$ cat src/rtl/gameconsole_pkg.sv
// Shared address map and helper types for the game-console memory system.
// The video region holds sprite/BG parameters, the BG map, tile data and
// palettes; the arbiter uses the region decode to gate writes to vblank.
package gameconsole_pkg;

  localparam logic [31:0] VIDEO_BASE     = 32'h0600_0000;
  localparam logic [31:0] VIDEO_MASK     = 32'hFF00_0000;

  localparam logic [31:0] PARAM_BASE     = 32'h0600_0000;
  localparam logic [31:0] MAP_BASE       = 32'h0610_0000;
  localparam logic [31:0] TILE_BASE      = 32'h0620_0000;
  localparam logic [31:0] TILE_HI_BASE   = 32'h0621_0000;
  localparam logic [31:0] PALETTE_BASE   = 32'h0630_0000;

  // One memory access as selected from the granted master.
  typedef struct packed {
    logic        we;
    logic [31:0] addr;
    logic [31:0] wdata;
  } mem_req_t;

  // True when addr falls inside the region described by base/mask.
  function automatic logic in_region(input logic [31:0] addr,
                                     input logic [31:0] base,
                                     input logic [31:0] mask);
    return (addr & mask) == base;
  endfunction

endpackage

$ cat src/rtl/vram_arbiter_if.sv
// Request bus between the bus masters and the video-memory arbiter.
// Address and write data are packed 32 bits per master, master i at
// bits [32i+31:32i]; read data is shared and qualified by req_rvalid.
interface vram_arbiter_if #(
  parameter int NUM_REQ = 3
);

  logic [NUM_REQ-1:0]    req_valid;
  logic [NUM_REQ-1:0]    req_ready;
  logic [NUM_REQ-1:0]    req_we;
  logic [NUM_REQ*32-1:0] req_addr;
  logic [NUM_REQ*32-1:0] req_wdata;
  logic [NUM_REQ-1:0]    req_rvalid;
  logic [31:0]           req_rdata;

  modport master (
    output req_valid, req_we, req_addr, req_wdata,
    input  req_ready, req_rvalid, req_rdata
  );

  modport slave (
    input  req_valid, req_we, req_addr, req_wdata,
    output req_ready, req_rvalid, req_rdata
  );

endinterface

$ cat src/rtl/vram_arbiter_rr.sv
// Round-robin scheduler with burst lock. The search for a winner starts at
// ptr and wraps; ptr parks on the current owner until it has taken
// BURST_MAX consecutive beats, then moves one past it.
module rr_arbiter #(
  parameter int NUM_REQ   = 3,
  parameter int BURST_MAX = 16
) (
  input  logic               clk,
  input  logic               rst,
  input  logic [NUM_REQ-1:0] eligible,
  input  logic               accept,
  output logic [NUM_REQ-1:0] grant
);

  localparam int IDX_W = (NUM_REQ > 1) ? $clog2(NUM_REQ) : 1;
  localparam int CNT_W = $clog2(BURST_MAX + 1);

  logic [IDX_W-1:0] ptr;
  logic [IDX_W-1:0] owner;
  logic [IDX_W-1:0] gidx;
  logic [IDX_W-1:0] cand;
  logic [CNT_W-1:0] beat_cnt;
  logic [CNT_W-1:0] beat_nxt;
  logic             found;
  int               pos;

  // First eligible master at or after ptr, modulo NUM_REQ.
  always_comb begin
    grant = '0;
    gidx  = '0;
    cand  = '0;
    found = 1'b0;
    pos   = 0;
    for (int k = 0; k < NUM_REQ; k++) begin
      pos = int'(ptr) + k;
      if (pos >= NUM_REQ) pos = pos - NUM_REQ;
      cand = IDX_W'(pos);
      if (!found && eligible[cand]) begin
        found       = 1'b1;
        grant[cand] = 1'b1;
        gidx        = cand;
      end
    end
  end

  // Beat count after this accept: continue the owner's run or start a new one.
  always_comb begin
    beat_nxt = CNT_W'(1);
    if (gidx == owner && beat_cnt != '0) beat_nxt = beat_cnt + 1'b1;
  end

  // Pointer/burst state advances only on an accept.
  always_ff @(posedge clk or posedge rst) begin
    if (rst) begin
      ptr      <= '0;
      owner    <= '0;
      beat_cnt <= '0;
    end else if (accept) begin
      owner <= gidx;
      if (beat_nxt == CNT_W'(BURST_MAX)) begin
        ptr      <= (gidx == IDX_W'(NUM_REQ - 1)) ? '0 : gidx + 1'b1;
        beat_cnt <= '0;
      end else begin
        ptr      <= gidx;
        beat_cnt <= beat_nxt;
      end
    end
  end

endmodule

$ cat src/rtl/vram_arbiter.sv
// Video-memory port arbiter: decodes per-master eligibility (video-region
// writes wait for vblank), picks one master per cycle through rr_arbiter,
// registers the winning access onto mem_* and returns read data two cycles
// after the accept with a per-master rvalid pulse.
module vram_arbiter #(
  parameter int          NUM_REQ     = 3,
  parameter int          BURST_MAX   = 16,
  parameter bit          VBLANK_ONLY = 1'b1,
  parameter logic [31:0] VIDEO_BASE  = gameconsole_pkg::VIDEO_BASE,
  parameter logic [31:0] VIDEO_MASK  = gameconsole_pkg::VIDEO_MASK
) (
  input  logic                 clk,
  input  logic                 rst,
  input  logic                 vblank,
  vram_arbiter_if.slave        bus,
  output logic                 mem_en,
  output logic                 mem_we,
  output logic [31:0]          mem_addr,
  output logic [31:0]          mem_din,
  input  logic [31:0]          mem_dout
);

  import gameconsole_pkg::*;

  logic [NUM_REQ-1:0] blocked;
  logic [NUM_REQ-1:0] eligible;
  logic [NUM_REQ-1:0] grant;
  logic               accept;
  mem_req_t           sel;
  logic [NUM_REQ-1:0] rd_vld_p0;
  logic [NUM_REQ-1:0] rd_vld_p1;

  // A master is held off only for a video-region write outside vblank.
  always_comb begin
    blocked = '0;
    for (int i = 0; i < NUM_REQ; i++) begin
      blocked[i] = VBLANK_ONLY && bus.req_we[i] && !vblank &&
                   in_region(bus.req_addr[32*i +: 32], VIDEO_BASE, VIDEO_MASK);
    end
    eligible = bus.req_valid & ~blocked;
  end

  rr_arbiter #(
    .NUM_REQ   (NUM_REQ),
    .BURST_MAX (BURST_MAX)
  ) u_rr (
    .clk      (clk),
    .rst      (rst),
    .eligible (eligible),
    .accept   (accept),
    .grant    (grant)
  );

  assign bus.req_ready = grant;
  assign accept        = |(bus.req_valid & grant);

  // Mux the granted master's request (grant is one-hot or zero).
  always_comb begin
    sel = '0;
    for (int i = 0; i < NUM_REQ; i++) begin
      if (grant[i]) begin
        sel.we    = bus.req_we[i];
        sel.addr  = bus.req_addr[32*i +: 32];
        sel.wdata = bus.req_wdata[32*i +: 32];
      end
    end
  end

  // Accept edge -> memory command register; address/data hold when idle.
  always_ff @(posedge clk or posedge rst) begin
    if (rst) begin
      mem_en   <= 1'b0;
      mem_we   <= 1'b0;
      mem_addr <= '0;
      mem_din  <= '0;
    end else begin
      mem_en <= accept;
      mem_we <= accept & sel.we;
      if (accept) begin
        mem_addr <= sel.addr;
        mem_din  <= sel.wdata;
      end
    end
  end

  // Read-return pipeline: p0 tracks the cycle mem_* is presented,
  // p1 the cycle mem_dout is valid.
  always_ff @(posedge clk or posedge rst) begin
    if (rst) begin
      rd_vld_p0 <= '0;
      rd_vld_p1 <= '0;
    end else begin
      // stage p0: capture the reader at the accept edge
      rd_vld_p0 <= (accept && !sel.we) ? grant : '0;
      // stage p1: aligned with the synchronous memory read
      rd_vld_p1 <= rd_vld_p0;
    end
  end

  assign bus.req_rvalid = rd_vld_p1;
  assign bus.req_rdata  = mem_dout;

  // Masters must not change a pending request while it waits for ready.
  for (genvar i = 0; i < NUM_REQ; i++) begin : g_hold
    a_req_stable: assert property (@(posedge clk) disable iff (rst)
      (bus.req_valid[i] && !bus.req_ready[i]) |=>
        (!bus.req_valid[i] ||
         ($stable(bus.req_we[i]) &&
          $stable(bus.req_addr[32*i +: 32]) &&
          $stable(bus.req_wdata[32*i +: 32]))));
  end

endmodule

$ cat src/flat_wrapper.sv
// flat-port wrapper written by rule: the top's interface ports become plain ports
module vram_arbiter_flat import gameconsole_pkg::*;
#(
  parameter int          NUM_REQ     = 3,
  parameter int          BURST_MAX   = 16,
  parameter bit          VBLANK_ONLY = 1'b1,
  parameter logic [31:0] VIDEO_BASE  = gameconsole_pkg::VIDEO_BASE,
  parameter logic [31:0] VIDEO_MASK  = gameconsole_pkg::VIDEO_MASK
)
  (clk, rst, vblank, mem_en, mem_we, mem_addr, mem_din, mem_dout, bus_req_valid, bus_req_we, bus_req_addr, bus_req_wdata, bus_req_ready, bus_req_rvalid, bus_req_rdata);
  vram_arbiter_if #(.NUM_REQ(NUM_REQ)) bus_i ();
  input  logic clk;
  input  logic rst;
  input  logic vblank;
  output logic mem_en;
  output logic mem_we;
  output logic [31:0] mem_addr;
  output logic [31:0] mem_din;
  input  logic [31:0] mem_dout;
  input wire logic [$bits(bus_i.req_valid)-1:0] bus_req_valid;
  input wire logic [$bits(bus_i.req_we)-1:0] bus_req_we;
  input wire logic [$bits(bus_i.req_addr)-1:0] bus_req_addr;
  input wire logic [$bits(bus_i.req_wdata)-1:0] bus_req_wdata;
  output wire logic [$bits(bus_i.req_ready)-1:0] bus_req_ready;
  output wire logic [$bits(bus_i.req_rvalid)-1:0] bus_req_rvalid;
  output wire logic [$bits(bus_i.req_rdata)-1:0] bus_req_rdata;
  assign bus_i.req_valid = bus_req_valid;
  assign bus_i.req_we = bus_req_we;
  assign bus_i.req_addr = bus_req_addr;
  assign bus_i.req_wdata = bus_req_wdata;
  assign bus_req_ready = bus_i.req_ready;
  assign bus_req_rvalid = bus_i.req_rvalid;
  assign bus_req_rdata = bus_i.req_rdata;
  vram_arbiter #(.NUM_REQ(NUM_REQ), .BURST_MAX(BURST_MAX), .VBLANK_ONLY(VBLANK_ONLY), .VIDEO_BASE(VIDEO_BASE), .VIDEO_MASK(VIDEO_MASK)) u_core (.clk(clk), .rst(rst), .vblank(vblank), .bus(bus_i), .mem_en(mem_en), .mem_we(mem_we), .mem_addr(mem_addr), .mem_din(mem_din), .mem_dout(mem_dout));
endmodule
$ cat config.mk
export PLATFORM = sky130hd
export DESIGN_NAME = vram_arbiter_flat
export DESIGN_NICKNAME = d
export VERILOG_FILES = /design/src/rtl/gameconsole_pkg.sv /design/src/rtl/vram_arbiter_if.sv /design/src/rtl/vram_arbiter_rr.sv /design/src/rtl/vram_arbiter.sv /design/src/flat_wrapper.sv
export SDC_FILE = /design/constraint.sdc
export NUM_CORES = 1
export LEC_CHECK = 0
export ABC_AREA = 1
export CORE_AREA = 2 2 130 132
export DETAILED_ROUTE_END_ITERATION = 10
export DIE_AREA = 0 0 132 134
export GPL_TIMING_DRIVEN = 0
export PLACE_DENSITY = 0.85
export SLEW_MARGIN = 20
export SYNTH_ARGS = -nofsm -noshare
export SYNTH_HDL_FRONTEND = slang
export SYNTH_SLANG_ARGS = --single-unit
$ cat constraint.sdc
create_clock -name clk -period 2.3 [get_ports clk]
set_input_delay 0.345 -clock clk [delete_from_list [all_inputs] [get_ports clk]]
set_output_delay 0.345 -clock clk [all_outputs]
set_load 0.02 [all_outputs]
### Yosys cells after proc, flatten, opt, wreduce, memory -nomap -nowiden

Cells that the tools add are included.

* add/sub/neg operators: 7
* $lt $le $gt $ge: 9
* equality and inequality tests: 6
* multiplexer cells: 31
* bitwise operators: 6
* reductions and logical operators: 19

Operator list (number)
* $mux W65: 3
* $eq A8 B3 Y1 const B: 3
* $mux W2: 8
* $logic_and A1 B1 Y1: 13
* $mux W3: 4
* $mux W5: 2
* $lt A2 B3 Y1 const B: 3
* $mux W1: 8
* $and A3 B3 Y3: 2
* $bmux W1 S2: 3
* $demux W1 S2: 3
* $ge A2 B1 Y1 const B: 3
* $ge A3 B2 Y1 const B: 2
* $or A3 B3 Y3: 2
* $sub A2 B2 Y2 const B: 3
* $add A5 B1 Y5 const B: 1
* $eq A5 B5 Y1 const B: 1
* $reduce_bool A5 Y1: 1
* $logic_not A1 Y1: 4
* $add A2 B1 Y3 const B: 1
* $add A2 B2 Y3 const B: 1
* $not A3 Y3: 1
* $reduce_or A3 Y1: 1
* $add A2 B1 Y2 const B: 1
* 4 further kinds: 4

* bits in registers: 81
* input port bits: 233
* output and inout port bits: 104
* word-level logic and storage cells: 87

### Logic depth before layout (Yosys ltp)

Gate-level depths: netlist (run 1).

* depth in word-level cells: 20
* gate-level depth with buffers: 21

### Hierarchy

A second synthesis (run 1) with hierarchy kept.

* cells, all modules: 833
* area total of the unflattened synthesis: 5551.6 um2

By module, submodules not included
* vram_arbiter: times used 1, cells each 709, area each 4684.5 um2, sequential area each 1801.7 um2
* rr_arbiter: times used 1, cells each 124, area each 867.1 um2, sequential area each 225.2 um2

### Worst setup path after synthesis (run 1)

Ideal clock, no wire load.

* path kind: flip-flop to flip-flop
* start: register u_core.u_rr.ptr[0]
* end: register u_core.mem_addr[27]
* setup time: 0.136 ns
* arrival time: 2.288 ns
* data required time: 2.164 ns
* path slack: -0.125 ns
* stages on the path, launching flop included: 19
* period minus slack after synthesis: 2.425 ns
* cells stage by stage: dfrtp_1 > inv_1 > ha_1 > inv_1 > nand2_1 > nand3_1 > nand2_1 > nor2_2 > nand2_1 > nor2_1 > nor2_1 > inv_1 > nand2_1 > nand3_1 > inv_2 > buf_2 > buf_2 > nand2_1 > o21ai_0

* longest elaborated chain between the ends: 14

Ends and longest elaborated chain
* start: declaration: RTL line vram_arbiter_rr.sv:18 `logic [IDX_W-1:0] ptr;`
* start signal: assignment: RTL line vram_arbiter_rr.sv:61 `ptr <= (gidx == IDX_W'(NUM_REQ - 1)) ? '0 : gidx + 1'b1;`
* start signal: assignment: RTL line vram_arbiter_rr.sv:64 `ptr <= gidx;`
* $add A2 B1 Y3, or another cell as far along: RTL line vram_arbiter_rr.sv:35 `pos = int'(ptr) + k;`
* $ge A3 B2 Y1, or another cell as far along: RTL line vram_arbiter_rr.sv:36 `if (pos >= NUM_REQ) pos = pos - NUM_REQ;`
* $mux W2, or another cell as far along: RTL line vram_arbiter_rr.sv:36
* $lt A2 B3 Y1 (implied by the code), or another cell as far along: RTL line vram_arbiter_rr.sv:40 `grant[cand] = 1'b1;`
* $logic_and A1 B1 Y1 (implied by the code), or another cell as far along: RTL line vram_arbiter_rr.sv:40
* $mux W1 (implied by the code), or another cell as far along: RTL line vram_arbiter_rr.sv:40
* $demux W1 S2, or another cell as far along: RTL line vram_arbiter_rr.sv:40
* $or A3 B3 Y3 (no line) or $mux W1 (tied branches)
* $mux W3 or $logic_not A1 Y1 (tied branches): RTL line vram_arbiter_rr.sv:38 `if (!found && eligible[cand]) begin`
* $or A3 B3 Y3 (no line) or $logic_and A1 B1 Y1 (tied branches)
* $mux W3 (*): RTL line vram_arbiter_rr.sv:38
* via bus_req_ready[0]: RTL line flat_wrapper.sv:24 `output wire logic [$bits(bus_i.req_ready)-1:0] bus_req_ready;`
* $mux W65 (3 in series): RTL line vram_arbiter.sv:61 `if (grant[i]) begin`
* end signal: assignment: RTL line vram_arbiter.sv:80 `mem_addr <= sel.addr;`
* end: declaration: RTL line vram_arbiter.sv:18 `output logic [31:0] mem_addr,`

Mark *: on every way through the listed nets, which the timed path passes. The rest lies on a longest branch. The select of a mux whose other input is x is not followed.
A chain may end at the register's enable or synchronous reset.

### Final worst setup path (run 1)

* start: input bus_req_addr[57]
* end: register u_core.mem_addr[22]

* longest elaborated chain between the ends: 16

Ends and longest elaborated chain
* start: declaration: RTL line flat_wrapper.sv:22 `input wire logic [$bits(bus_i.req_addr)-1:0] bus_req_addr;`
* $eq A8 B3 Y1 (*): RTL line gameconsole_pkg.sv:26 `return (addr & mask) == base;`
* $logic_and A1 B1 Y1 (*): RTL line vram_arbiter.sv:37 `blocked[i] = VBLANK_ONLY && bus.req_we[i] && !vblank &&`
* $not A3 Y3 (*): RTL line vram_arbiter.sv:40 `eligible = bus.req_valid & ~blocked;`
* $and A3 B3 Y3 (*): RTL line vram_arbiter.sv:40
* $bmux W1 S2: RTL line vram_arbiter_rr.sv:38
* $mux W1 (implied by the code): RTL line vram_arbiter_rr.sv:38
* $mux W1: RTL line vram_arbiter_rr.sv:38
* $logic_not A1 Y1: RTL line vram_arbiter_rr.sv:38
* $logic_and A1 B1 Y1: RTL line vram_arbiter_rr.sv:38
* $mux W1: RTL line vram_arbiter_rr.sv:38
* $logic_not A1 Y1: RTL line vram_arbiter_rr.sv:38
* $logic_and A1 B1 Y1: RTL line vram_arbiter_rr.sv:38
* $mux W3 (*): RTL line vram_arbiter_rr.sv:38
* $mux W65 (3 in series): RTL line vram_arbiter.sv:61

Mark *: on every way between the ends. The rest lies on a longest branch, timed or not. The select of a mux whose other input is x is not followed.

==> results of run 1 <==
final timing paths:
| path | cells after the start | endpoint | startpoint |
|---|---|---|---|
| max reg2reg | 18 | u_core.mem_addr[22] | u_core.u_rr.ptr[1] |
| min reg2reg | 0 | u_core.bus.req_rvalid[2] | u_core.rd_vld_p0[2] |
| min in group asynchronous | 2 | u_core.mem_din[28] | rst |
| max in group asynchronous | 3 | u_core.mem_din[8] | rst |
| max | 19 | u_core.mem_addr[22] | bus_req_addr[57] |
| min | 0 | u_core.bus.req_rvalid[2] | u_core.rd_vld_p0[2] |
area by class of cell:
cell class,instances,area [um2]
fillers,1369,6500
repair buffers,337,3380
multi-input cells,519,2940
flip-flops and latches,81,2030
plain buffers,76,712
well taps,220,275
clock buffers,11,243
inverters,34,144
clock inverters,5,62.6
cell families after synthesis:
group	after synthesis	synth area share
xor+xnor	3	0.00525
compound gates	204	0.211
simple gates	306	0.245
fa+ha+maj	6	0.0150
flops	81	0.405
buf+inv	110	0.119
through the flow:
stage | worst slack [ns] | setup TNS, ns | std cells | power, mW | instance area (um2)
6_report | -0.337 | -19.68 | 1283 | 14.5 | 9780
5_1_grt | -0.485 | -30.37 | 1283 | 15.4 | 9780
4_1_cts | -0.264 | -15.18 | 1274 | 13.0 | 9200
3_5_place_dp | -1.61 | -84.11 | 1236 | 10.2 | 8390
3_3_place_gp | -1.62 | -83.08 | 1234 | 10.0 | 8350
2_1_floorplan | 0.0175 | 0 | 710 | 7.19 | 5030
worst register-to-register path, stage by stage, from the launching register on:
cell and delay, ns:
dfrtp_1 0.42, buf_6 0.15, ha_4 0.17, inv_4 0.08
nor2_4 0.04, nand3_2 0.08, nand2_2 0.07, nor2_4 0.18
buf_4 0.16, nand3_1 0.09, o21ai_2 0.11, nor2_4 0.08
nor2_4 0.15, buf_12 0.17, buf_8 0.15, nand2_2 0.08
a21oi_2 0.16, a21oi_2 0.06, o21ai_1 0.15
cell usage after synthesis, drive strengths merged:
library cell,count,area (um2)
o21bai,1,7.51
nand2,246,928
nand4,6,37.5
clkbuf,8,30.0
a22o,1,8.76
nor2,25,109
a21oi,125,626
buf,68,439
o22a,5,43.8
o21ai,69,345
nor3,2,10.0
nand3,26,135
or2,1,6.26
ha,6,75.1
dfrtp,81,2030
o211ai,2,20.0
xor2,3,26.3
o22ai,1,6.26
inv,34,128
registers in the layout (all words and copies together), names as in the netlist:
| register | flops |
|---|---|
| u_core.mem_en | 1 |
| u_core.u_rr.owner | 2 |
| u_core.mem_we | 1 |
| u_core.mem_addr | 32 |
| u_core.u_rr.beat_cnt | 5 |
| u_core.mem_din | 32 |
| u_core.u_rr.ptr | 2 |
| u_core.bus.req_rvalid | 3 |
| u_core.rd_vld_p0 | 3 |
routing by layer:
layer	share of wire	up-vias	GRT usage
met2	0.52	328	0.435
met1	0.39	3061	0.290
met3	0.071	44	0.0522
met4	0.026	0	0.0833
li1	-	2999	-
met5	0	-	0
power breakdown:
group	total (mW)	internal, mW	switching [mW]
combinational	10.7	4.67	6.04
clock	1.52	0.880	0.639
sequential	2.30	2.01	0.286
repair_timing:
item	in CTS	in global routing
gates resized for setup	147	137
endpoints found under the setup margin	81	81
buffers inserted	22	5
cloned	0	4
pin swaps	31	29
==> flow_summary.ini, run 1 <==
[clock_network]
cts.sinks = 81
clkLatencyLatePin_ns = 0.34
cts_inserted_buffers = 9
cts_buffer_depth = 2
clk_pin_slew_worst_paths_ns = 0.07
cts_tree = built
root_buffer = clkbuf_16
htree_num_levels = 3
cts_hold_buf = 0

[power]
power_density_nw_per_um2 = 1490
vdd_ir_drop_max_mv = 0.646
cellLeakagePower_nw = 4.18

[timing]
slew_headroom = 0.671
worst_slack_ns = -0.337
hold_viol = 0
min_period_ns = 2.64
tightest_slew_ns = 0.493
slew_viol_final = 0
hold-worst-slack_ns = 0.352
skew_ns = 0.00528
fmax_mhz = 379
setup_viol = 81
rsz0062_at_grt = true
period_share = 1.15

[worst_hold_path]
hold_class = reg2reg

[worst_setup_path]
cpMostUsedCell = nor2_4
crit_fanout = 6
critPathMaxStageDelay_ns = 0.49
required_ns = 2.57
cp-start-kind = input pin
reg2reg_slack_ns = -0.32
worst-path-buf-inv = 4
path_cells = clkdlybuf4s50_1 -> nand2_1 -> inv_1 -> nand2_1 -> o21bai_1 -> nand2_1 -> nand3_2 -> nand2_4 -> nor2_4 -> nand2_2 -> nor2_4 -> nor2_4 -> nor2_4 -> buf_12 -> buf_8 -> nand2_2 -> a21oi_2 -> a21oi_2 -> o21ai_1
end_kind = flip-flop
cp.arrival_ns = 2.91
critPathTopFamily = simple AND/OR/NAND/NOR gates
crit_slowest_cell = clkdlybuf4s50_1
criticalPathCategory = in2reg

[routing]
first_iter_violations = 371
antenna_left = 0
via_per_inst = 5.01
wirelength_mm = 23.5
post_drt_wl_per_cell_um = 18.3
dr_total_vias = 6432
drc = 0
first_pass_iters = 5

[global_route]
overflow = 0
antenna_found_initial = 0
grt_usage = 0.243
grt_pass1_vias = 6296
grt_max_degree = 34
grt_pass1_wl_mm = 34.0

[final_layout]
fin_nets = 1297
synthToLayoutAreaGrowth_pct = 95.4
final_common_cell = clkdlybuf4s50_1
n_antenna_cell = 0
drive_above_1_share = 0.247
fin_util = 0.601
final_cell_mix = clkdlybuf4s50_1, nand2_1, dfrtp_1, a21oi_1

[logic_synthesis]
ys_ff_latch = 81
syn_inst = 710
synth_area_um2 = 5010
synthDistinctLibCells = 29
synthesis.nets = 949
yosysWarnings = 0
syn_avg_cell_area_um2 = 7.05
seq_area_frac_synth = 0.405

[status]
status = finished with violations
failed_checks = setup timing

[floorplanning]
rows = 47
ioPinCount = 337
core_area_um2 = 16300
die_area_um2 = 17700
die_h_um = 134
dieWidth_um = 132
initial_core_util = 0.307

[place]
gp_congestion = 0.896
dp_hpwl_mm = 16.5
port_buffers = 304

[run]
cap_viol_max_count = 0
No activity file was read; power rests on OpenSTA's default activity.
==> run 2, diff against run 1 <==
--- a/config.mk
+++ b/config.mk
@@ -9,7 +9,6 @@
 export CORE_AREA = 2 2 130 132
 export DETAILED_ROUTE_END_ITERATION = 10
 export DIE_AREA = 0 0 132 134
-export GPL_TIMING_DRIVEN = 0
 export PLACE_DENSITY = 0.85
 export SLEW_MARGIN = 20
 export SYNTH_ARGS = -nofsm -noshare
==> run 2 against run 1 <==
The run still ends with setup timing left. Clock power grew 3%. Core utilization grew 0.89 points. Clock skew grew 0.0029 ns. Fmax is essentially flat. Count of clock-buffer cells in the layout grew 1. Combinational power grew 22%. Sequential cell count is the same. Setup slack lost 0.00075 ns. Highest routed layer unchanged. Largest power group unchanged. Die area is the same. Cell count shrank 2.9%. Final area grew 1.5%.
==> flow_summary.ini, run 2 (synthesized netlist as in run 1, its figures left out) <==
[worst_setup_path]
crit_slowest_cell = dfrtp_2
reg2reg_slack_ns = -0.34
path_cells = buf_6 -> ha_4 -> inv_4 -> nor2_4 -> nand3_2 -> nand2_2 -> nor2_4 -> inv_2 -> nand2_1 -> o21ai_1 -> inv_1 -> nand2_4 -> buf_6 -> nor2_4 -> buf_6 -> buf_12 -> clkbuf_16 -> nand2_1 -> a21oi_1 -> a21oi_1 -> o21ai_1
criticalPathCategory = reg2reg
timing.rr.end = u_core.mem_addr[30]
cp.arrival_ns = 2.91
crit_fanout = 5
end_kind = flip-flop
required_ns = 2.57
r2r_cells = 21
critPathMaxStageDelay_ns = 0.42
r2r_start = u_core.u_rr.ptr[0]
cp-start-kind = flip-flop

[routing]
via_per_inst = 5.16
first_pass_iters = 6
dr_total_vias = 6429
wirelength_mm = 24.0
first_iter_violations = 596
post_drt_wl_per_cell_um = 19.3
antenna_left = 0
drc = 0

[timing]
hold_viol = 0
min_period_ns = 2.64
period_share = 1.15
worst_slack_ns = -0.338
tightest_slew_ns = 0.471
slew_viol_final = 0
fmax_mhz = 379
setup_viol = 81
skew_ns = 0.00816
slew_headroom = 0.686
rsz0062_at_grt = true
tns_ns = -22.06

[global_route]
grt_usage = 0.234
grt_pass1_vias = 6223
grt_pass1_wl_mm = 32.8
antenna_found_initial = 1
overflow = 0
grt_max_degree = 82

[power]
power_density_nw_per_um2 = 1710
vdd_ir_drop_max_mv = 1.19
cellLeakagePower_nw = 4.21

[place]
gp_congestion = 0.906
port_buffers = 272
dp_hpwl_mm = 13.6

[floorplanning]
ioPinCount = 337
dieWidth_um = 132
rows = 47
initial_core_util = 0.307
die_h_um = 134
core_area_um2 = 16300
die_area_um2 = 17700

[clock_network]
clk_pin_slew_worst_paths_ns = 0.06
root_buffer = clkbuf_16
cts_buffer_depth = 2
cts.sinks = 81
cts_tree = built
cts_hold_buf = 0
clkLatencyLatePin_ns = 0.34
cts_inserted_buffers = 9
htree_num_levels = 3

[final_layout]
drive_above_1_share = 0.260
fin_util = 0.610
synthToLayoutAreaGrowth_pct = 98.3
reg_top3 = u_core.mem_addr: 32 flops, u_core.mem_din: 32 flops, u_core.u_rr.beat_cnt: 5 flops
final_cell_mix = clkdlybuf4s50_1, nand2_1, a21oi_1, dfrtp_1, buf_4
fillers = 1318
final_common_cell = clkdlybuf4s50_1
fin_nets = 1260

[worst_hold_path]
holdCritStartpoint = u_core.rd_vld_p0[2]
hold_class = reg2reg
whs_path_depth = 0
min_to = u_core.bus.req_rvalid[2]

[run]
cap_viol_max_count = 0

[status]
failed_checks = setup timing
status = finished with violations
[run 2: cell count changes in the layout (fill, tap and decap cells not counted), moves of 6 or more]
cell,previous run,this run
buf_16,0,12
buf_2,6,0
o21ai_2,2,19
nor2_4,7,13
a21oi_2,61,25
clkbuf_2,6,0
o21ai_1,61,44
nand2_1,214,193
clkbuf_16,12,22
dlygate4sd2_1,17,26
buf_4,59,46
a21oi_1,62,99
nand2_2,18,44
clkdlybuf4s50_1,280,243
[run 2: per-layer routing]
layer / vias up / part of all wire / global-route usage
li1: 2935 / - / -
met1: 3077 / 0.40 / 0.282
met2: 363 / 0.49 / 0.403
met3: 54 / 0.082 / 0.0563
met4: 0 / 0.027 / 0.0972
met5: - / 0 / 0
[run 2: final cells by class]
type,count,area [um2],area share
antenna,1,2.50,0.000252
sequential,81,2030,0.204
clock buffer,12,246,0.0248
multi-input combinational,519,2970,0.299
inverter,34,149,0.0150
timing repair inverter,2,36.3,0.00365
tap,220,275,0.0277
timing repair buffer,374,4160,0.418
clock inverter,3,65.1,0.00655
[run 2: how the worst max path moves through the flow]
stage                       start                   to  slack, ns  depth (start not counted)
4_1_cts        u_core.u_rr.ptr[0]     bus_req_ready[0]      -0.23                         15
2_1_floorplan  u_core.u_rr.ptr[1]  u_core.mem_addr[27]       0.02                         20
6_report       u_core.u_rr.ptr[0]  u_core.mem_addr[30]      -0.34                         21
5_1_grt        u_core.u_rr.ptr[0]    u_core.mem_din[1]      -0.47                         21
3_3_place_gp     bus_req_addr[60]     bus_req_ready[0]      -0.71                         14
3_5_place_dp     bus_req_addr[60]     bus_req_ready[0]      -0.75                         14
[run 2: report_power, final]
| group | leakage, nW | internal, mW | total [mW] | switching, mW |
|---|---|---|---|---|
| clock network | 0.153 | 0.975 | 1.57 | 0.598 |
| logic | 3.00 | 6.22 | 13.1 | 6.86 |
| registers | 1.05 | 2.01 | 2.33 | 0.319 |
[run 2: worst max-delay path, delay by kind of cell (launching register included)]
| kind | cells | cell delay [ns] |
|---|---|---|
| buf+inv | 8 | 0.98 |
| fa+ha+maj | 1 | 0.18 |
| flops | 1 | 0.42 |
| compound gates | 4 | 0.36 |
| simple gates | 8 | 0.63 |
[run 2: repair_timing]
| action | in CTS | in global routing |
|---|---|---|
| setup buffers | 26 | 10 |
| pin swaps | 32 | 37 |
| setup endpoints to repair | 80 | 81 |
| gates cloned | 11 | 20 |
| resized for setup | 125 | 136 |
[run 2: per-stage QoR]
step / std cells / cell area [um2] / power (mW) / hold slack [ns] / worst slack, ns
finish: 1246 / 9930 / 17.0 / 0.348 / -0.338
global route: 1246 / 9930 / 17.9 / 0.363 / -0.467
CTS: 1219 / 9040 / 14.1 / 0.349 / -0.233
detailed placement: 1167 / 7980 / 10.1 / 0.335 / -0.750
global placement: 1167 / 7980 / 9.92 / 0.336 / -0.714
floorplan: 710 / 5030 / 7.19 / 0.331 / 0.0175
==> variant (settings of run 1) <==
`VBLANK_ONLY` is set to 1'b1 in 2 places; all go to 1'b0.
--- a/src/rtl/vram_arbiter.sv
+++ b/src/rtl/vram_arbiter.sv
@@ -5,7 +5,7 @@
 module vram_arbiter #(
   parameter int          NUM_REQ     = 3,
   parameter int          BURST_MAX   = 16,
-  parameter bit          VBLANK_ONLY = 1'b1,
+  parameter bit          VBLANK_ONLY = 1'b0,
   parameter logic [31:0] VIDEO_BASE  = gameconsole_pkg::VIDEO_BASE,
   parameter logic [31:0] VIDEO_MASK  = gameconsole_pkg::VIDEO_MASK
 ) (
--- a/src/flat_wrapper.sv
+++ b/src/flat_wrapper.sv
@@ -3,7 +3,7 @@
 #(
   parameter int          NUM_REQ     = 3,
   parameter int          BURST_MAX   = 16,
-  parameter bit          VBLANK_ONLY = 1'b1,
+  parameter bit          VBLANK_ONLY = 1'b0,
   parameter logic [31:0] VIDEO_BASE  = gameconsole_pkg::VIDEO_BASE,
   parameter logic [31:0] VIDEO_MASK  = gameconsole_pkg::VIDEO_MASK
 )
Check against the original RTL: not equivalent (Yosys sat finds a counterexample within 4 cycles, from zero or initial values and one cycle with rst high).
==> variant against run 1 <==
  * The run still ends with negative setup slack left
  * Register-to-register slack improved by 40 ps
  * Cell area up 9.7%
  * Largest cell class unchanged
  * Power increased by 57%
  * Area after synthesis increased by 2.0%
  * Critical path depth decreased by 5
  * Non-clock buffer count is 30 higher
  * Sequential cell count is the same
  * Setup slack improved by 54 ps
  * Clock power grew 11%
  * Routed wire length increased by 5.2%
  * Combinational power rose by 74%
==> variant: results (changes against run 1) <==
| Metric | Value |
|---|---|
| Fin area | 10700 sq um (+9.7%) |
| Final wirelength | 24700 microns (+5.2%) |
| Failing checks | negative setup slack |
| Gate Count Post-Synth | 689 (-3.0%) |
| Detailed placer's ending HPWL | 15900 microns (-3.5%) |
| Status | finished with violations |
| Xor/xnor share of the synthesized area | 0.514% (-0.010 points) |
| Reg2Reg Depth | 14 (-4) |
| Peak supply drop | 0.00124 V (+92%) |
| Routed wl met2 | 12800 microns (+5.8%) |
| Comb power frac | 81.2% (+7.5 points) |
| WHS Endpoint | u_core.bus.req_rvalid[1] |
| Synth Area in Compound Gates | 21.2% (+0.047 points) |
| Cells after DPL | 1214 (-1.8%) |
| LEAKAGE | 4.79 nW (+14%) |
| Crit path DAT | 2800 ps (-110 ps) |
| Clock-cell share of area | 3.22% (+0.096 points) |
| Seq area share | 18.9% (-1.8 points) |
| GRT Total Usage | 25.1% (+0.74 points) |
| Non-clock buffer share | 43.8% (+2.0 points) |
| Global-route wire length before repair | 34900 microns (+2.8%) |
| Via-per-instance ratio | 5.11 (+1.8%) |
| DR vias | 6561 (+2.0%) |
| Seq/Total Area, Yosys | 39.7% (-0.80 points) |
| Worst setup margin | -283 ps (+54.2 ps) |
| RePlAce Congestion | 0.910 (+1.6%) |
| Initial drt markers | 419 (+13%) |
| M1 GR Usage | 28.7% (-0.28 points) |
| CP Launch Point | u_core.u_rr.ptr[0] |
| Cell Area, Placed | 8460 sq um (+0.91%) |
| Layout Skew | 10.3 ps (+4.98 ps) |
| Bufs w/o clock | 443 (+7.3%) |
| Hold Startpoint | u_core.rd_vld_p0[1] |
| Post-Syn Nets | 928 (-2.2%) |
| Top post-synthesis cells by count | nand2_1 (163), nand3_1 (89), dfrtp_1 (81), o21ai_0 (70), a21oi_1 (65) |
| Worst setup path endpoint | u_core.u_rr.ptr[0] |
| Final setup viols | 81 (unchanged) |
| Wl on met1 | 9440 microns (+3.9%) |
| Nets | 1299 (+0.15%) |
| CP Max Fanout | 7 (+1) |
| Post-CTS Setup Bufs | 31 (+41%) |
| PostCTS Resize Cnt | 159 (+8.2%) |
| Int Pwr | 11.8 mW (+56%) |
| Met2 Use GR | 45.1% (+1.7 points) |
| Number of global-route vias before repair | 6503 (+3.3%) |
| Worst slew pin tran | 465 ps (-27.9 ps) |
| Port Buffers | 303 (-0.33%) |
| Routing usage on met3 | 6.69% (+1.5 points) |
| Post-Route Hold Slack | 352 ps (+0.716 ps) |
| Sequential Power Share | 11.4% (-4.4 points) |
## variant: cell families (layout without fill, tap and decap cells)
logic type | Yosys count | in the layout
adders and majority gates | 6 | 6
and+or+nand+nor | 282 | 282
AOI/OAI and AO/OA | 206 | 206
DFF | 81 | 81
buffers and inverters | 111 | 487
xor gates and xnor gates | 3 | 3
## variant: per-stage QoR
| stage | setup slack, ps | power, mW |
|---|---|---|
| detailed placement | -800 | 13.6 |
| global placement | -788 | 13.4 |
| global route | -357 | 24.2 |
| floorplan | 5.96 | 9.70 |
| finish | -283 | 22.9 |
| CTS | -177 | 18.8 |
## variant: worst max-delay path, stage by stage (launching register included)
cell,delay (ps)
dfrtp_1,410
inv_2,70
ha_4,310
inv_8,60
nand2_4,70
inv_4,40
buf_4,120
a31oi_1,320
nand3_1,210
nand2_2,140
nand3_4,100
nor2_2,240
nand4_1,180
nand3_2,120
nand2_1,70
